--- src/rtl/exc_pkg.sv ---
// Shared definitions for the exception controller: decoder cause codes, FSM states and
// the default handler entry address.
package exc_pkg;

  localparam logic [3:0] EsNone  = 4'b0000;
  localparam logic [3:0] EsIrq   = 4'b0001;
  localparam logic [3:0] EsInvOp = 4'b0010;

  typedef enum logic {
    StRun,
    StHandler
  } exc_state_e;

  localparam logic [63:0] DefaultVector = 64'h0000_0000_0000_00D8;

endpackage

--- src/rtl/sync2.sv ---
// Two-flop synchronizer for a single asynchronous level input.
// Asynchronous active-high reset clears both stages.
module sync2 (
  input  logic clk,
  input  logic reset,
  input  logic d,
  output logic q
);

  logic meta_q;
  logic sync_q;

  always_ff @(posedge clk or posedge reset) begin
    if (reset) begin
      meta_q <= 1'b0;
      sync_q <= 1'b0;
    end else begin
      meta_q <= d;
      sync_q <= meta_q;
    end
  end

  assign q = sync_q;

endmodule

--- src/rtl/exception_ctrl.sv ---
// Exception controller: captures faults/interrupts, holds ELR/ESR, masks IRQ while handling.
// Build option EXTIRQ_SYNC_EN routes ExtIRQ through a two-flop synchronizer (sync2).
module exception_ctrl
  import exc_pkg::*;
#(
  parameter logic [63:0] VECTOR = DefaultVector
) (
  input  logic        clk,
  input  logic        reset,
  input  logic        ExtIRQ,
  input  logic [3:0]  EStatus,
  input  logic        ERet,
  input  logic [63:0] PC,
  output logic        IRQ,
  output logic        ExtIAck,
  output logic        Exc,
  output logic [63:0] ExcVector,
  output logic [63:0] ELR,
  output logic [63:0] ESR,
  output logic        EProc
);

  exc_state_e  state_q, state_d;
  logic [63:0] elr_q, elr_d;
  logic [3:0]  esr_q, esr_d;
  logic        ack_q, ack_d;
  logic        irq_q;
  logic        in_run;

`ifdef EXTIRQ_SYNC_EN
  // The synchronizer's second stage serves directly as irq_q (two-cycle latency).
  sync2 u_sync2 (
    .clk  (clk),
    .reset(reset),
    .d    (ExtIRQ),
    .q    (irq_q)
  );
`else
  always_ff @(posedge clk or posedge reset) begin
    if (reset) begin
      irq_q <= 1'b0;
    end else begin
      irq_q <= ExtIRQ;
    end
  end
`endif

  assign in_run = (state_q == StRun);

  // Only an invalid opcode may fault inside the handler; reserved codes never raise Exc.
  assign Exc = ((EStatus == EsIrq) && in_run) || (EStatus == EsInvOp);

  always_comb begin
    state_d = state_q;
    elr_d   = elr_q;
    esr_d   = esr_q;
    ack_d   = 1'b0;
    if (Exc) begin
      esr_d = EStatus;
      if (in_run) begin
        state_d = StHandler;
        elr_d   = (EStatus == EsIrq) ? PC + 64'd4 : PC;
        ack_d   = (EStatus == EsIrq);
      end
    end else if (ERet && !in_run) begin
      state_d = StRun;
    end
  end

  always_ff @(posedge clk or posedge reset) begin
    if (reset) begin
      state_q <= StRun;
      elr_q   <= 64'd0;
      esr_q   <= 4'd0;
      ack_q   <= 1'b0;
    end else begin
      state_q <= state_d;
      elr_q   <= elr_d;
      esr_q   <= esr_d;
      ack_q   <= ack_d;
    end
  end

  assign IRQ       = irq_q && in_run && !ack_q;
  assign ExtIAck   = ack_q;
  assign ExcVector = VECTOR;
  assign ELR       = elr_q;
  assign ESR       = {60'd0, esr_q};
  assign EProc     = (state_q == StHandler);

endmodule
--- config.mk ---
export PLATFORM = sky130hd
export DESIGN_NAME = exception_ctrl
export DESIGN_NICKNAME = d
export VERILOG_FILES = /design/src/rtl/exc_pkg.sv /design/src/rtl/sync2.sv /design/src/rtl/exception_ctrl.sv
export SDC_FILE = /design/constraint.sdc
export NUM_CORES = 1
export LEC_CHECK = 0
export CAP_MARGIN = 20
export CORE_ASPECT_RATIO = 0.8
export CORE_MARGIN = 2
export CORE_UTILIZATION = 31
export CTS_CLUSTER_DIAMETER = 80
export DETAILED_ROUTE_END_ITERATION = 8
export GPL_TIMING_DRIVEN = 0
export HOLD_SLACK_MARGIN = 0.15
export PLACE_DENSITY = 0.69
export SLEW_MARGIN = 20
export SYNTH_ARGS = -nofsm -noshare
export SYNTH_HDL_FRONTEND = slang
export SYNTH_HIERARCHICAL = 1
export SYNTH_SLANG_ARGS = --single-unit
--- constraint.sdc ---
create_clock -name clk -period 2.6 [get_ports clk]
set_input_delay 0.52 -clock clk [delete_from_list [all_inputs] [get_ports clk]]
set_output_delay 0.52 -clock clk [all_outputs]
set_load 0.01 [all_outputs]
# Word level (Yosys, flattened, before mapping)
# Index checks and enable logic that the tools add are counted.
# word_totals
ff_bits	71
inputBits	72
wordCells	22
# op_classes
add_sub_neg	1
n_eq_ne	2
mux	5
bitwise_logic	1
reduce_logical	8
# op_table
cell	n
$add A64 B3 Y64 const B	1
$mux W64	1
$eq A4 B1 Y1 const B	1
$eq A4 B2 Y1 const B	1
$logic_and A1 B1 Y1	4
$mux W1	4
$reduce_and A2 Y1	1
$reduce_bool A2 Y1	1
$logic_not A1 Y1	1
$logic_or A1 B1 Y1	1
$not A1 Y1	1

# Logic depth before layout (Yosys ltp)
# Gate-level depths: netlist of the first run.
# depth
ltp_word	4
mapped_depth	8
mapped_depth_nobuf	7

# Worst setup path before layout of the first run
# Ideal clock, no wire load.
# synth_timing
kind	input -> register
start	input port EStatus[1]
end	register elr_q[59], in the netlist ELR[59]
arrival_ns	2.165
t_required_ns	2.469
slack_ns	0.304
cell_stages	7
n_path_buf	1
cell_sequence	or4b_4 > nor3_4 > nand4_4 > buf_6 > nor4_4 > xnor2_1 > o21ai_2
# synth_between
elab_chain_len	4
elab_cells_between_ends	6
cone_classes	eq/ne (2); mux (1); reduce/logical (3)
# synth_rtl
element	line	source
from (decl)	exception_ctrl.sv:11	input logic [3:0] EStatus,
$eq A4 B1 Y1	exception_ctrl.sv:51, exception_ctrl.sv:62	
$logic_and A1 B1 Y1	exception_ctrl.sv:51	assign Exc = ((EStatus == EsIrq) && in_run) || (EStatus == EsInvOp);
$logic_or A1 B1 Y1	exception_ctrl.sv:51	
$reduce_and A2 Y1 (no source line)	n/a	
to (signal assigned)	exception_ctrl.sv:78	elr_q <= elr_d;
to (decl)	exception_ctrl.sv:24	logic [63:0] elr_q, elr_d;
# Parallel ways exist; a longest one is shown, timed or not.
# A chain may end at the register's enable or synchronous reset.

# Final worst setup path of the first run
# layout_timing
start	input port PC[35]
end	register elr_q[62], in the netlist ELR[62]
# layout_between
elab_chain_len	2
# layout_rtl
element	line	source
from (decl)	exception_ctrl.sv:13	input logic [63:0] PC,
$add A64 B3 Y64	exception_ctrl.sv:62	elr_d = (EStatus == EsIrq) ? PC + 64'd4 : PC;
$mux W64	exception_ctrl.sv:62	
# Every way passes these cells.

==> results.md, run 1 <==
| Metric | Reported |
|---|---|
| Placeable core area | 15200 sq um |
| H-tree levels | 3 |
| Placed Instances | 1031 |
| Clock slew seen by the registers of the worst setup and hold paths | 0.06 ns |
| Layout overhead on the synthesized area | 54.2% |
| Required time reported for the critical path endpoint | 2.83 ns |
| Input/output buffers | 142 |
| Pin count of the biggest net entering global routing | 46 |
| Area of the die | 16700 sq um |
| Final design instance area without fill | 7500 sq um |
| Period utilization | 0.954 |
| Worst clock skew | 0.00831 ns |
| CP arrival | 2.70 ns |
| Total wirelength of the detailed-routed design | 14000 um |
| Number of setup violations in the final report | 0 |
| Routed vias | 4318 |
| Initial antenna violation count | 0 |
| Kind of capture point of the worst setup path | flop |
| Worst max-slew margin expressed relative to the limit | 0.370 |
| Sum of internal, switching and leakage power | 4.05 mW |
| Die boundary width | 144 um |
| Global router's overall resource usage | 0.165 |
| Leading cell type by number of instances after synthesis | buf_4 |
| Number of sinks on the clock net | 71 |
| Combined area of the multi-input logic cells | 2590 sq um |
| Final std cells w/o fill | 1054 |
| Area fraction of the dominant cell type after synthesis | 0.365 |
| Overflow after GRT | 0 |
| Total of hold buffers inserted after clock tree synthesis | 0 |
| Outcome | finished clean |
| Final number of max-transition violations | 0 |
| Final core utilization | 0.495 |
| Number of buffers and inverters on the critical path | 1 |
| Netlist area before placement | 4870 sq um |
| Kind of start point of the critical path | input pin |
| Final-layout fill cell count | 1475 |
| Average wire per cell in the routed design | 13.3 um |
| Critical Path Fanout Max | 7 |
| Weighted congestion at the end of routability-driven global placement | 0.769 |
| Detailed-routing iteration count for the pre-antenna-repair pass | 4 |
| Final hold violation count | 0 |
| Most area-hungry cell type in the Yosys netlist | dfrtp_1 |
| Share of async-settable or async-resettable flops after synthesis | 1.00 |
| FP Rows | 40 |
| Vias per std cell | 4.10 |
| CTS max path bufs | 2 |
| Final ANT Viol Nets | 0 |
| Ports | 268 |
| Cts bufs inserted | 9 |
| Final layout net count | 913 |
| Effective utilization at floorplan | 0.321 |
| CP cell instances | clkdlybuf4s50_1, nand4_1, nor4_4, nand4_4, nor4_2, xnor2_1, o21ai_2 |
| Most used DFF post-synth | dfrtp_1 |
| Number of synthesized flops with an enable pin | 0 |
| Starting DRC count in detailed routing | 181 |
| CTS tree | done |
| Top cell family by delay on the critical path | simple AND/OR/NAND/NOR gates |
| Post-layout min period | 2.48 ns |
| Post-synthesis average cell area | 8.75 sq um |
| Delay of the slowest cell on the worst path | 0.60 ns |
| Crit Path Category | in2reg |
| Part of the Yosys area used for sequential elements | 0.365 |
| Power density over cell area | 540 nW/um^2 |
| Proportion of layout cells with a drive suffix above 1 | 0.217 |
| Max stage delay cell, worst path | clkdlybuf4s50_1 |
| Clock latency on the worst-skew pair | 0.34 ns |
| Peak supply drop | 267 uV |
| Max-cap violations | 0 |
| YS warnings | 6 |
| Global-route wire length before repair | 21200 um |
| Cell chosen for the clock root | clkbuf_16 |
| Highest Clock Rate | 403 MHz |
| Post-detailed-route DRC marker count | 0 |
| HPWL after DPL | 11000 um |
| Cell types with the largest area share after synthesis | dfrtp_1 37%, buf_4 19%, xnor2_1 6.8% |
| Register area | 1780 sq um |
| Number of library cell types mapped by synthesis | 38 |
| Worst min-delay path category | reg2reg |
| Vias in the first global route | 3963 |
| N_diodes | 0 |
| Flops & latches, synth | 71 |
| Transition at the pin with the smallest max-transition slack | 0.932 ns |
| Instance count of the mapped netlist | 556 |
| Post-detailed-placement cell area | 7040 sq um |
| Static Leakage | 3.54 nW |
| Vertical extent of the die | 116 um |
| Cell types with the highest counts after synthesis | 124 x buf_4, 80 x nand2_1, 71 x dfrtp_1 |
[final timing paths]
| path | from | endpoint | slack [ns] | cells after the start |
|---|---|---|---|---|
| max | PC[35] | ELR[62] | 0.12 | 7 |
| min reg2reg | ELR[21] | ELR[21] | 0.48 | 2 |
| min in group asynchronous | reset | ELR[0] | 0.51 | 2 |
| max in group asynchronous | reset | ELR[51] | 1.54 | 3 |
| min | ELR[21] | ELR[21] | 0.48 | 2 |
| max reg2reg | EProc | ELR[18] | 0.58 | 5 |
[power breakdown]
group | internal [mW] | leakage, nW | switching, mW | total (mW)
logic | 0.750 | 2.52 | 0.591 | 1.34
registers | 1.34 | 0.888 | 0.132 | 1.47
clock network | 0.739 | 0.139 | 0.495 | 1.23
[layer usage]
| metal | track usage | wire length [um] |
|---|---|---|
| met5 | 0 | 0 |
| met4 | 0.0458 | 136 |
| met3 | 0.0450 | 1010 |
| met2 | 0.259 | 6540 |
| met1 | 0.225 | 6350 |
[worst reg2reg max path, cell delays in order (launching register included)]
cell	delay, ns
dfrtp_1	0.43
nor3_1	0.32
o21ai_2	0.24
clkbuf_2	0.30
clkbuf_2	0.30
mux2_2	0.33
[through the flow]
step / hold WS [ns] / setup TNS (ns) / worst slack (ns)
after floorplan: 0.516 / 0 / 0.283
after global placement: 0.463 / -132.17 / -1.16
after detailed placement: 0.470 / -50.86 / -1.18
after CTS: 0.482 / 0 / 0.00541
after global routing: 0.492 / -0.139 / -0.0494
final: 0.477 / 0 / 0.121
[flip-flops by register name, summed over array words and instances, names as in the netlist]
name     count
ExtIAck      1
ELR         64
irq_q        1
EProc        1
esr_q        4
[cell usage in the layout (no fill, tap or decap), drive strengths merged]
cell / Yosys / layout
nor4: 10 / 10
nor2: 17 / 17
nor3b: 2 / 2
or3: 1 / 1
nor4b: 1 / 1
dfrtp: 71 / 71
clkinvlp: 0 / 1
and4: 5 / 5
dlygate4sd2: 0 / 4
or4b: 1 / 1
and2: 6 / 6
nor3: 15 / 15
buf: 127 / 135
xnor2: 38 / 38
o22ai: 1 / 1
conb: 2 / 124
inv: 8 / 8
and3: 14 / 14
ha: 1 / 1
o21ai: 62 / 62
nand3: 20 / 20
nand2: 80 / 80
nand4: 25 / 25
and2b: 3 / 3
mux2i: 1 / 1
xor2: 23 / 23
bufinv: 0 / 1
dlymetal6s2s: 0 / 1
a21oi: 2 / 2
mux2: 5 / 5
clkinv: 0 / 3
clkbuf: 14 / 24
bufbuf: 0 / 1
or2: 1 / 1
clkdlybuf4s50: 0 / 137
[area by class of cell]
class | count | area share
buffer | 141 | 0.135
clock buffer | 10 | 0.0305
clock inverter | 5 | 0.00800
inverter | 8 | 0.00434
multi-input combinational | 458 | 0.345
sequential | 71 | 0.237
tap | 210 | 0.0350
timing repair buffer | 151 | 0.206
[cells by family after synthesis]
logic type               Yosys count  share of synthesized area
AO/OA/AOI/OAI                     65                     0.0702
multiplexers                       6                     0.0136
other                              2                    0.00154
AND/OR/NAND/NOR                  201                      0.224
buffers and inverters            149                      0.213
flip-flops                        71                      0.365
adder cells (fa/ha/maj)            1                    0.00257
XOR/XNOR                          61                      0.110
[what timing repair did]
action	4_1_cts	5_1_grt
cloned	1	0
setup endpoints to repair	65	18
pin swaps	6	4
resized for setup	11	11
buffers inserted	5	2
Power figures use the tool's default switching activity.
==> run 2, diff against run 1 <==
--- a/config.mk
+++ b/config.mk
@@ -11,9 +11,10 @@
 export CORE_UTILIZATION = 31
 export CTS_CLUSTER_DIAMETER = 80
 export DETAILED_ROUTE_END_ITERATION = 8
+export DONT_BUFFER_PORTS = 1
 export GPL_TIMING_DRIVEN = 0
 export HOLD_SLACK_MARGIN = 0.15
-export PLACE_DENSITY = 0.69
+export PLACE_DENSITY = 0.47
 export SLEW_MARGIN = 20
 export SYNTH_ARGS = -nofsm -noshare
 export SYNTH_HDL_FRONTEND = slang
==> results.md, run 2 (same netlist as run 1, synthesis figures left out) <==
| Metric | Reported | vs previous |
|---|---|---|
| Period utilization | 0.885 | -0.0683 |
| Kind of start point of the critical path | input pin |  |
| Average wire per cell in the routed design | 14.5 um | +8.7% |
| Delay of the slowest cell on the worst path | 0.58 ns | -0.02 ns |
| Vias in the first global route | 3459 | -13% |
| Static Leakage | 2.93 nW | -17% |
| Final layout net count | 764 | -16% |
| Post-layout min period | 2.30 ns | -0.177 ns |
| Unrepaired setup endpoints after global routing | false |  |
| Worst R2R End | ELR[18] |  |
| Cts bufs inserted | 9 | unchanged |
| Number of setup violations in the final report | 0 | unchanged |
| Flip-flop count of the largest register, all copies and words added | 64 | unchanged |
| Peak supply drop | 273 uV | +1.9% |
| Clock latency on the worst-skew pair | 0.34 ns | about the same |
| Input/output buffers | 0 | -100% |
| Global router's overall resource usage | 0.157 | -0.00831 |
| Worst Slack Setup Final | 0.298 ns | +0.177 ns |
| Total wirelength of the detailed-routed design | 13100 um | -6.6% |
| Cell depth of the worst min-delay path | 0 | -2 |
| Origin of the worst min-delay path | ExtIRQ |  |
| Vias per std cell | 4.15 | +1.4% |
| Overflow after GRT | 0 | unchanged |
| Power density over cell area | 629 nW/um^2 | +16% |
| Register area | 1780 sq um | unchanged |
| Commonest cells after routing, fill and taps aside | 124 x buf_4, 124 x conb_1, 80 x nand2_1 |  |
| Clock slew seen by the registers of the worst setup and hold paths | 0.06 ns | about the same |
| Setup WS pre-CTS | -0.557 ns | +0.618 ns |
| WHS | 0.199 ns | -0.278 ns |
| Final-layout fill cell count | 1553 | +5.3% |
| Sum of internal, switching and leakage power | 3.77 mW | -6.8% |
| FP Rows | 40 | unchanged |
| Max-cap violations | 0 | unchanged |
| Worst max-slew margin expressed relative to the limit | 0.357 | -0.0126 |
| Combined area of the multi-input logic cells | 2520 sq um | -2.6% |
| H-tree levels | 3 | unchanged |
| Post-detailed-route DRC marker count | 0 | unchanged |
| N_diodes | 0 | unchanged |
| Reg2reg setup slack | 0.33 ns | -0.25 ns |
| CTS max path bufs | 2 | unchanged |
| Proportion of layout cells with a drive suffix above 1 | 0.240 | +0.0231 |
| Starting DRC count in detailed routing | 139 | -23% |
| Final hold violation count | 0 | unchanged |
| Detailed-routing iteration count for the pre-antenna-repair pass | 4 | unchanged |
| Global-route wire length before repair | 19800 um | -6.6% |
| Max stage delay cell, worst path | nor4_1 |  |
| Cell chosen for the clock root | clkbuf_16 |  |
| Transition at the pin with the smallest max-transition slack | 0.951 ns | +0.0186 ns |
| Routed vias | 3764 | -13% |
| Destination of the worst hold path | irq_q |  |
| Pin count of the biggest net entering global routing | 41 | -11% |
| Worst min-delay path category | in2reg |  |
| Final ANT Viol Nets | 0 | unchanged |
| Critical register-to-register path startpoint | EProc |  |
| Number of sinks on the clock net | 71 | unchanged |
| Crit Path Category | in2reg |  |
| Placeable core area | 15200 sq um | unchanged |
| Setup bufs post-CTS | 0 | -5 |
| Ports | 268 | unchanged |
| Outcome | finished clean |  |
| Number of cells on the worst reg-to-reg path | 5 | unchanged |
| Effective utilization at floorplan | 0.321 | unchanged |
| Initial antenna violation count | 0 | unchanged |
| Final number of max-transition violations | 0 | unchanged |
| Area of the die | 16700 sq um | unchanged |
| Required time reported for the critical path endpoint | 2.81 ns | -0.02 ns |
| Critical Path Fanout Max | 7 | unchanged |
| HPWL after DPL | 10600 um | -3.5% |
| Worst clock skew | 0.00696 ns | -0.00135 ns |
| Layout overhead on the synthesized area | 23.3% |  |
| CP arrival | 2.52 ns | -0.18 ns |
| Die boundary width | 144 um | unchanged |
| CTS tree | done |  |
| Kind of capture point of the worst setup path | flop |  |
| Highest Clock Rate | 434 MHz | +7.7% |
| Vertical extent of the die | 116 um | unchanged |
| CP cell instances | clkbuf_2, nand4_1, nor4_1, nand2_1, nor4_2, xnor2_1, o21ai_1 |  |
| Weighted congestion at the end of routability-driven global placement | 0.786 | +2.2% |
run 2: cell count changes in the layout (fill, tap and decap cells not counted), moves of 3 or more:
cell,previous run,this run
dlygate4sd2_1,4,0
clkdlybuf4s50_1,137,0
nor4_4,5,2
buf_4,130,124
bufinv_16,1,4
nor4_1,3,7
run 2: where the power goes:
group	leakage, nW	switching [mW]	internal [mW]	total [mW]
clock	0.180	0.504	1.06	1.57
combinational	1.87	0.288	0.267	0.555
sequential	0.888	0.308	1.34	1.65
total	2.93	1.10	2.67	3.77
run 2: how the worst max path moves through the flow:
stage          startpoint       to  cells after the start
3_5_place_dp   EStatus[1]  ELR[18]                      5
4_1_cts            PC[34]  ELR[63]                      7
6_report           PC[34]  ELR[63]                      7
2_1_floorplan       reset   ELR[0]                      1
3_3_place_gp        reset  ELR[38]                      1
5_1_grt            PC[34]  ELR[63]                      7
run 2: critical path: cells and delay by family:
kind | cells | cell delay (ns)
compound gates | 1 | 0.07
xor+xnor | 1 | 0.16
simple gates | 4 | 1.60
buf+inv | 1 | 0.16
run 2: metrics by stage:
stage	std cells	area [sq um]	setup TNS (ns)	util
finish	906	6000	0	0.396
CTS	906	5990	0	0.395
floorplan	678	5330	0	-
global route	906	6000	0	0.396
detailed placement	889	5610	-10.23	0.370
global placement	888	5590	-55.98	0.368
run 2: area by class of cell:
| type | instances | share of cell area |
|---|---|---|
| flip-flops and latches | 71 | 0.296 |
| inverters | 8 | 0.00542 |
| well taps | 210 | 0.0438 |
| plain buffers | 141 | 0.168 |
| repair buffers | 2 | 0.00500 |
| multi-input cells | 458 | 0.420 |
| clock buffers | 11 | 0.0405 |
| clock inverters | 5 | 0.0215 |
run 2: timing repair:
action                     4_1_cts  5_1_grt
setup endpoints to repair        6        1
hold endpoints to repair        31        0
hold buffers                     1        0
gates resized for setup          2        1
run 2: layer usage:
metal	track usage	share of wire	vias up	wire (um)
li1	-	-	1890	-
met1	0.194	0.41	1708	5430
met2	0.244	0.46	154	6030
met3	0.0744	0.11	12	1500
met4	0.0477	0.012	0	161
met5	0	0	-	0
==> run 3, diff against run 2 <==
--- a/config.mk
+++ b/config.mk
@@ -8,13 +8,14 @@
 export CAP_MARGIN = 20
 export CORE_ASPECT_RATIO = 0.8
 export CORE_MARGIN = 2
-export CORE_UTILIZATION = 31
+export CORE_UTILIZATION = 30
 export CTS_CLUSTER_DIAMETER = 80
+export CTS_CLUSTER_SIZE = 12
 export DETAILED_ROUTE_END_ITERATION = 8
 export DONT_BUFFER_PORTS = 1
 export GPL_TIMING_DRIVEN = 0
 export HOLD_SLACK_MARGIN = 0.15
-export PLACE_DENSITY = 0.47
+export PLACE_DENSITY = 0.46
 export SLEW_MARGIN = 20
 export SYNTH_ARGS = -nofsm -noshare
 export SYNTH_HDL_FRONTEND = slang
==> results.md, run 3 (same netlist as run 1, synthesis figures left out) <==
| Metric | Reported | vs previous |
|---|---|---|
| HPWL after DPL | 10500 um | -0.81% |
| Critical register-to-register path startpoint | EProc |  |
| Worst max-slew margin expressed relative to the limit | 0.370 | +0.0125 |
| Unrepaired setup endpoints after global routing | false |  |
| Final-layout fill cell count | 1667 | +7.3% |
| Net load switching power | 1.08 mW | -2.0% |
| CP arrival | 2.51 ns | about the same |
| Worst R2R End | ELR[18] |  |
| Input/output buffers | 0 | unchanged |
| Crit Path Category | in2reg |  |
| Final core utilization | 0.374 | -0.0213 |
| Post-detailed-placement cell area | 5620 sq um | +0.25% |
| Final number of max-transition violations | 0 | unchanged |
| Global router's overall resource usage | 0.151 | -0.00588 |
| Worst clock skew | 0.00510 ns | -0.00186 ns |
| Peak supply drop | 223 uV | -18% |
| Global-route wire length before repair | 20300 um | +2.8% |
| Starting DRC count in detailed routing | 189 | +36% |
| Transition at the pin with the smallest max-transition slack | 0.932 ns | -0.0184 ns |
| Layout overhead on the synthesized area | 21.5% |  |
| Capture point of the worst path | ELR[61] |  |
| Worst min-delay path category | in2reg |  |
| Critical Path Fanout Max | 7 | unchanged |
| Cell repeated most along the worst path | nor4_1 |  |
| Vertical extent of the die | 118 um | +1.6% |
| Share of power burned in the clock network | 0.354 | -0.061 |
| Crit path from | PC[34] |  |
| CTS tree | done |  |
| Required time reported for the critical path endpoint | 2.82 ns | about the same |
| Static Leakage | 2.90 nW | -1.2% |
| Final std cells w/o fill | 910 | +0.44% |
| Top cell family by delay on the critical path | simple AND/OR/NAND/NOR gates |  |
| Ports | 268 | unchanged |
| Max-cap violations | 0 | unchanged |
| Area of the die | 17300 sq um | +3.2% |
| Final hold violation count | 0 | unchanged |
| Initial antenna violation count | 0 | unchanged |
| Vias per std cell | 4.17 | +0.38% |
| Period utilization | 0.881 | -0.00386 |
| Power density over cell area | 578 nW/um^2 | -8.1% |
| Kind of capture point of the worst setup path | flop |  |
| Effective utilization at floorplan | 0.308 | -0.0129 |
| Overflow after GRT | 0 | unchanged |
| Post-layout min period | 2.29 ns | -0.0100 ns |
| Vias in the first global route | 3602 | +4.1% |
| Kind of start point of the critical path | input pin |  |
| Number of buffers and inverters on the critical path | 1 | unchanged |
| Setup bufs post-CTS | 0 | unchanged |
| Clock latency on the worst-skew pair | 0.35 ns | about the same |
| Commonest cells after routing, fill and taps aside | 124 x buf_4, 124 x conb_1, 80 x nand2_1 |  |
| Cell chosen for the clock root | clkbuf_16 |  |
| Clock slew seen by the registers of the worst setup and hold paths | 0.05 ns | about the same |
| Post-detailed-route DRC marker count | 0 | unchanged |
| Cell count along the critical path | 7 | unchanged |
| Outcome | finished clean |  |
| Setup WS pre-CTS | -0.526 ns | +0.0306 ns |
| Proportion of layout cells with a drive suffix above 1 | 0.237 | -0.00253 |
| Number of sinks on the clock net | 71 | unchanged |
| Sum of internal, switching and leakage power | 3.42 mW | -9.4% |
| Reg2reg setup slack | 0.35 ns | +0.02 ns |
| Placed Instances | 894 | +0.56% |
| N_diodes | 0 | unchanged |
| Pin count of the biggest net entering global routing | 43 | +4.9% |
| Flip-flop count of the largest register, all copies and words added | 64 | unchanged |
| Total wirelength of the detailed-routed design | 13100 um | -0.43% |
| Number of setup violations in the final report | 0 | unchanged |
| Relative contribution of combinational cells to total power | 0.163 | +0.016 |
| Weighted congestion at the end of routability-driven global placement | 0.759 | -3.4% |
| Final ANT Viol Nets | 0 | unchanged |
| CP cell instances | clkbuf_2, nand4_1, nor4_1, nand2_1, nor4_1, xnor2_1, o21ai_1 |  |
| Final design instance area without fill | 5920 sq um | -1.4% |
| Placeable core area | 15800 sq um | +4.2% |
| Highest Clock Rate | 436 MHz | +0.44% |
| Delay of the slowest cell on the worst path | 0.59 ns | about the same |
| Cts bufs inserted | 9 | unchanged |
| Worst Slack Setup Final | 0.308 ns | +0.0100 ns |
| Average wire per cell in the routed design | 14.4 um | -0.86% |
| Detailed-routing iteration count for the pre-antenna-repair pass | 4 | unchanged |
| H-tree levels | 3 | unchanged |
| Max stage delay cell, worst path | nor4_1 |  |
| CTS max path bufs | 2 | unchanged |
| WHS | 0.203 ns | +0.00406 ns |
| Final layout net count | 764 | unchanged |
| Number of cells on the worst reg-to-reg path | 5 | unchanged |
| Routed vias | 3795 | +0.82% |
| Setup_tns | 0 ns | unchanged |
| FP Rows | 41 | +2.5% |
| Internal portion of total power | 2.34 mW | -12% |
| Sw frac | 0.315 | +0.0236 |
| Die boundary width | 146 um | +1.6% |
| Reg power frac | 0.483 | +0.045 |
[run 3: cell types whose count changed in the layout (fill, tap and decap cells not counted), sizes merged]
cell	change
clkbuf	-1
bufinv	-3
clkinv	+3
[run 3: power groups by stage]
stage | Combinational, mW | Sequential (mW) | Clock [mW]
3_3_place_gp | 0.537 | 1.68 | 0
5_1_grt | 0.640 | 1.69 | 1.29
3_5_place_dp | 0.554 | 1.68 | 0
4_1_cts | 0.556 | 1.67 | 1.25
2_1_floorplan | 0.487 | 1.59 | 0
6_report | 0.558 | 1.65 | 1.21
[run 3: what timing repair did]
action,4_1_cts,5_1_grt
gates resized for setup,1,2
hold endpoints to repair,29,0
setup endpoints to repair,6,4
hold buffers,1,0
gates cloned,0,0
[run 3: routing by layer]
| metal | share of wire | track usage | vias up |
|---|---|---|---|
| met5 | 0 | 0 | - |
| met4 | 0.014 | 0.0510 | 0 |
| met3 | 0.12 | 0.0744 | 12 |
| met2 | 0.47 | 0.246 | 151 |
| met1 | 0.39 | 0.173 | 1733 |
| li1 | - | - | 1899 |
[run 3: final cells by class]
type / instances / area (sq um) / share of cell area
Clock inverter: 5 / 50.0 / 0.00846
Multi-Input combinational cell: 458 / 2510 / 0.425
Tap cell: 215 / 269 / 0.0455
Timing Repair Buffer: 2 / 37.5 / 0.00635
Inverter: 8 / 32.5 / 0.00550
Clock buffer: 10 / 229 / 0.0387
Buffer: 141 / 1010 / 0.170
Sequential cell: 71 / 1780 / 0.300
[run 3: how the worst min path moves through the flow]
stage	startpoint	to	slack [ns]	cells after the start
floorplan	ELR[10]	ELR[10]	0.52	2
global placement	ELR[36]	ELR[36]	0.54	2
detailed placement	reset	ELR[60]	0.44	1
CTS	ExtIRQ	irq_q	0.18	0
global route	ExtIRQ	irq_q	0.18	0
finish	ExtIRQ	irq_q	0.20	0
==> RTL change 1 (settings of run 1) <==
Register the output `IRQ`, with the module's reset; this adds one clock of latency there. The other outputs are not delayed to match.
--- a/src/rtl/exception_ctrl.sv
+++ b/src/rtl/exception_ctrl.sv
@@ -83,3 +83,9 @@
 
-  assign IRQ       = irq_q && in_run && !ack_q;
+  always_ff @(posedge clk or posedge reset) begin
+    if (reset) begin
+      IRQ <= '0;
+    end else begin
+      IRQ <= irq_q && in_run && !ack_q;
+    end
+  end
   assign ExtIAck   = ack_q;
Function: changed (a bounded check fails within 4 cycles, from zero or initial values and one cycle with reset high).
==> RTL change 1 against run 1 <==
  * The flow now finishes with violations (setup timing)
  * Power increased by 8.3%
  * Worst setup slack worse by 0.22 ns
  * Count of clock-buffer cells in the layout stayed put
  * First-iteration DRC count increased by 66%
  * Global-route usage up 2.3 points
  * Synthesized area up 5.0%
  * Largest power group unchanged
  * Sequential share of layout area down 0.74 points
  * Sequential cell count up 1
  * Design area grew 4.7%
  * Wire length increased by 18%
  * Critical endpoint is now ELR[50]
  * Die area up 4.9%
==> RTL change 1: results (changes against run 1) <==
POST_ROUTE_CELLS_DRIVE_ABOVE_1_SHARE=0.2227  # +0.005888
FIRST_GLOBAL_VIAS=4740  # +20%
FINCLKSKEW_NS=0.002043  # -0.006269 ns
GRT_MAX_DEGREE=44  # -4.3%
LAYOUT.BUFFER.NONCLOCK.AREA_SHARE=0.3301  # -0.01052
RUN_STATUS='finished with violations'
POST-ROUTE-WORST-SETUP-SLACK_NS=-0.09969  # -0.2204 ns
CORE-AREA_UM2=15950  # +5.2%
SEQ-CELL-SHARE=0.2293  # -0.007448
GP_ROUTABILITY_CONGESTION=0.7970  # +3.7%
COMBPWRFRAC=0.341  # +0.010
FILL_CELLS=1536  # +4.1%
FAILED_CHECKS='setup timing'
FIN_WORST_HOLD_SLACK_NS=0.4113  # -0.06598 ns
GLOBALROUTETOTALUTIL=0.1880  # +0.02292
POWER.NET_SWITCHING_mW=1.316  # +8.1%
REG2REG_CAPTURE_POINT='ELR[7]'
R2R_SLACK_NS=0.25  # -0.33 ns
SYNTHMUXAREASHARE=0.01811  # +0.004486
NUMSEQUENTIALCELLS=72  # +1.4%
SYNTH_TOP_CELLS_BY_AREA='dfrtp_1 (35%), buf_4 (18%), nand2_1 (5.8%)'
SETUP_VIOL=3  # +3
HOLD_PATH_CLASS='in2reg'
NON_CLOCK_BUFFER_COUNT=300  # +2.7%
CELLLEAKAGEPOWER_nW=3.695  # +4.3%
DP_HPWL_UM=12770  # +16%
==> RTL change 1: cell types whose count changed in the layout (fill, tap and decap cells not counted), moves of 9 or more <==
| cell | before | now |
|---|---|---|
| o21ai_1 | 9 | 0 |
| a31oi_1 | 0 | 17 |
| xnor2_1 | 38 | 19 |
| or3_1 | 0 | 10 |
| nor2_1 | 16 | 25 |
| nand3_1 | 20 | 34 |
==> RTL change 1: worst max-delay path by stage <==
stage / startpoint / endpoint / slack [ns]
6_report: EStatus[3] / ELR[50] / -0.1
2_1_floorplan: EStatus[2] / ELR[42] / -0.07
3_5_place_dp: EStatus[3] / ELR[62] / -1.02
5_1_grt: EStatus[3] / ELR[50] / -0.10
4_1_cts: EStatus[3] / ELR[50] / -0.10
3_3_place_gp: reset / EProc / -1.15
==> RTL change 1: repair_timing <==
item,4_1_cts,5_1_grt
endpoints found under the hold margin,0,0
pin swaps,10,10
resized for setup,46,29
gates cloned,0,0
endpoints found under the setup margin,65,60
setup buffers,9,4
==> RTL change 1: per-stage QoR <==
step | setup TNS [ns] | utilization | instance area (um^2) | cells | power [mW]
floorplan | -0.3032 | - | 5589 | 739 | 2.198
global placement | -139.25 | 0.4563 | 7279 | 1096 | 3.014
detailed placement | -59.34 | 0.4582 | 7310 | 1097 | 3.031
CTS | -0.4435 | 0.4854 | 7744 | 1119 | 4.436
global route | -0.3383 | 0.4924 | 7856 | 1123 | 4.642
finish | -0.1593 | 0.4924 | 7856 | 1123 | 4.385
==> RTL change 1: layer usage <==
layer,track usage,up-vias,part of all wire
met5,0,-,0
met4,0.04507,0,0.0058
met3,0.06207,12,0.089
met2,0.2988,192,0.47
met1,0.2477,2321,0.44
li1,-,2475,-
==> RTL change 2 (settings of run 1) <==
Made on the original files. Add a define of `EXTIRQ_SYNC_EN`.
--- a/src/rtl/exception_ctrl.sv
+++ b/src/rtl/exception_ctrl.sv
@@ -2,2 +2,4 @@
 // Build option EXTIRQ_SYNC_EN routes ExtIRQ through a two-flop synchronizer (sync2).
+`define EXTIRQ_SYNC_EN
+
 module exception_ctrl
Function: changed (Yosys sat finds a counterexample within 4 cycles, from zero or initial values and one cycle with reset high).
==> RTL change 2 against run 1 <==
  * Wire length down 2.5%
  * Power up 2.4%
  * Die area up 0.57%
  * Final cell count up 0.47%
  * Synthesized area up 0.59%
  * Worst setup slack better by 0.017 ns
  * Design area up 0.32%
  * Largest cell class unchanged
  * Sequential cell count up 1
==> RTL change 2: results (changes against run 1) <==
HOLD-PATH-CELL-COUNT=0  # -2
HOLD_PATH.STARTPOINT='u_sync2/meta_q'
NUM_ANTENNA_CELLS=0  # unchanged
SYNTH_TOP_CELLS_BY_AREA='dfrtp_1 (37%), buf_4 (19%), xnor2_1 (6.8%)'
SYNTH-ASYNC-RESET-RATIO=1.000  # unchanged
NUMBER_OF_ANTENNA_VIOLATIONS_AT_THE_FIRST_CHECK_IN_GLOBAL_ROUTING=0  # unchanged
RUN_STATUS='finished clean'
FIRST_ITER_VIOLATIONS=202  # +12%
GRT_FIRST_PASS_WIRELENGTH_UM=20750  # -2.1%
VIAS_PER_CELL=4.035  # -1.5%
MOST_NUMEROUS_CELL_TYPES_IN_THE_SYNTHESIZED_NETLIST='buf_4 (124), nand2_1 (80), dfrtp_1 (72)'
WORSTSKEWPAIRLATENCY_NS=0.34  # about the same
ROUTE.FINAL.WIRE_LENGTH_UM=13690  # -2.5%
REPORT.FINAL.SLEW_VIOL_COUNT=0  # unchanged
FIRST_GLOBAL_VIAS=3932  # -0.78%
DP_HPWL_UM=10730  # -2.2%
GRT_MAX_DEGREE=49  # +6.5%
CLOCKBUFFERDEPTH=2  # unchanged
NUM-NETS-FINAL=913  # unchanged
PLACED_AREA_UM2=7074  # +0.50%
POST_ROUTE_CELLS_DRIVE_ABOVE_1_SHARE=0.2204  # +0.003555
WORSTMARGINPINSLEW_NS=0.9317  # -0.0006008 ns
GLOBALROUTETOTALUTIL=0.1599  # -0.005144
CP_MAX_FO=7  # unchanged
POWER.IR.VDD_WORST_V=0.0002589  # -3.2%
LARGEST_REGISTER_FFS=64  # unchanged
YS_DOMINANT_REG_CELL='dfrtp_1'
PORT-BUFFER-COUNT=142  # unchanged
SEQ_TOTAL_AREA_YOSYS=0.3680  # +0.002966
GP_ROUTABILITY_CONGESTION=0.7946  # +3.3%
FINCLKSKEW_NS=0.006240  # -0.002072 ns
CRITPATHARRIVALTIME_NS=1.94  # -0.76 ns
HOLD_PATH_CLASS='reg2reg'
CTS_ROOT_BUF='clkbuf_16'
CTS.REPORTEDPATHS.CLKPINSLEW_NS=0.06  # about the same
REG2REG_FROM='EProc'
YS.WARNINGS.COUNT=6  # unchanged
PLACEMENT.SETUP.WORST_SLACK_NS=-1.184  # -0.008640 ns
CELLLEAKAGEPOWER_nW=3.549  # +0.15%
MAX_CAP_VIOL_COUNT=0  # unchanged
SYNTHESIS.INSTANCES=558  # +0.36%
TOTAL_INSTANCE_COUNT_AFTER_DETAILED_PLACEMENT=1038  # +0.68%
VIAS=4273  # -1.0%
CTS_HTREE_LEVELS=3  # unchanged
DRT_PRE_ANTENNA_ITERS=4  # unchanged
CRIT_START='EStatus[0]'
SYNTH.LIB_CELLS_USED.DISTINCT=38  # unchanged
FILL_CELLS=1547  # +4.9%
CTS_INSERTED_BUFFERS=9  # unchanged
RR_WORST_DEPTH=5  # unchanged
-- RTL change 2: cell types whose count changed after synthesis, sizes merged --
cell   before  now
dfrtp      71   72
inv         8    9
-- RTL change 2: kinds of logic after synthesis --
kind of cell / after synthesis / synth area share
simple gates: 201 / 0.2231
buf+inv: 150 / 0.2124
flops: 72 / 0.3680
compound gates: 65 / 0.06977
xor+xnor: 61 / 0.1091
mux: 6 / 0.01354
other cells: 2 / 0.001534
fa+ha+maj: 1 / 0.002555
-- RTL change 2: critical path: stages --
cell	delay, ns
dlygate4sd2_1	0.30
and2b_2	0.24
and2_0	0.17
o21ai_2	0.17
inv_1	0.05
clkdlybuf4s50_1	0.48
-- RTL change 2: path summary, 6_finish.rpt --
path	end	slack, ns
worst min-delay path	u_sync2/q	0.35
worst max register to register	ELR[18]	0.46
min in group asynchronous	u_sync2/q	0.44
worst max-delay path	Exc	0.14
worst min register to register	u_sync2/q	0.35
max in group asynchronous	ELR[55]	1.49
-- RTL change 2: area by class of cell --
class / instances / area (um^2) / share of cell area
multi-input combinational: 458 / 2599 / 0.3452
sequential: 72 / 1802 / 0.2394
timing repair buffer: 149 / 1500 / 0.1993
buffer: 141 / 1012 / 0.1345
tap: 215 / 269.0 / 0.03574
clock buffer: 9 / 225.2 / 0.02992
clock inverter: 6 / 83.83 / 0.01114
inverter: 9 / 36.28 / 0.004820
-- RTL change 2: report_power, final --
group	switching [mW]	internal, mW	leakage (nW)
logic	0.591	0.752	2.49
clock network	0.480	0.833	0.155
registers	0.131	1.36	0.899
total	1.20	2.94	3.55
-- RTL change 2: per-stage QoR --
stage / hold WS, ns / TNS (ns)
6_report: 0.3505 / 0
5_1_grt: 0.3561 / 0
4_1_cts: 0.3523 / -0.04172
3_5_place_dp: 0.3387 / -52.24
3_3_place_gp: 0.3357 / -133.26
2_1_floorplan: 0.2612 / 0
-- RTL change 2: routing by layer --
metal  share of wire  GRT usage
met1            0.46     0.2100
met2            0.47     0.2585
met3           0.066    0.04715
met4          0.0048    0.04401
met5               0          0
-- RTL change 2: timing repair --
item,CTS,global route
resized for setup,13,14
setup buffers,3,3
endpoints found under the setup margin,65,31
pin swaps,2,6
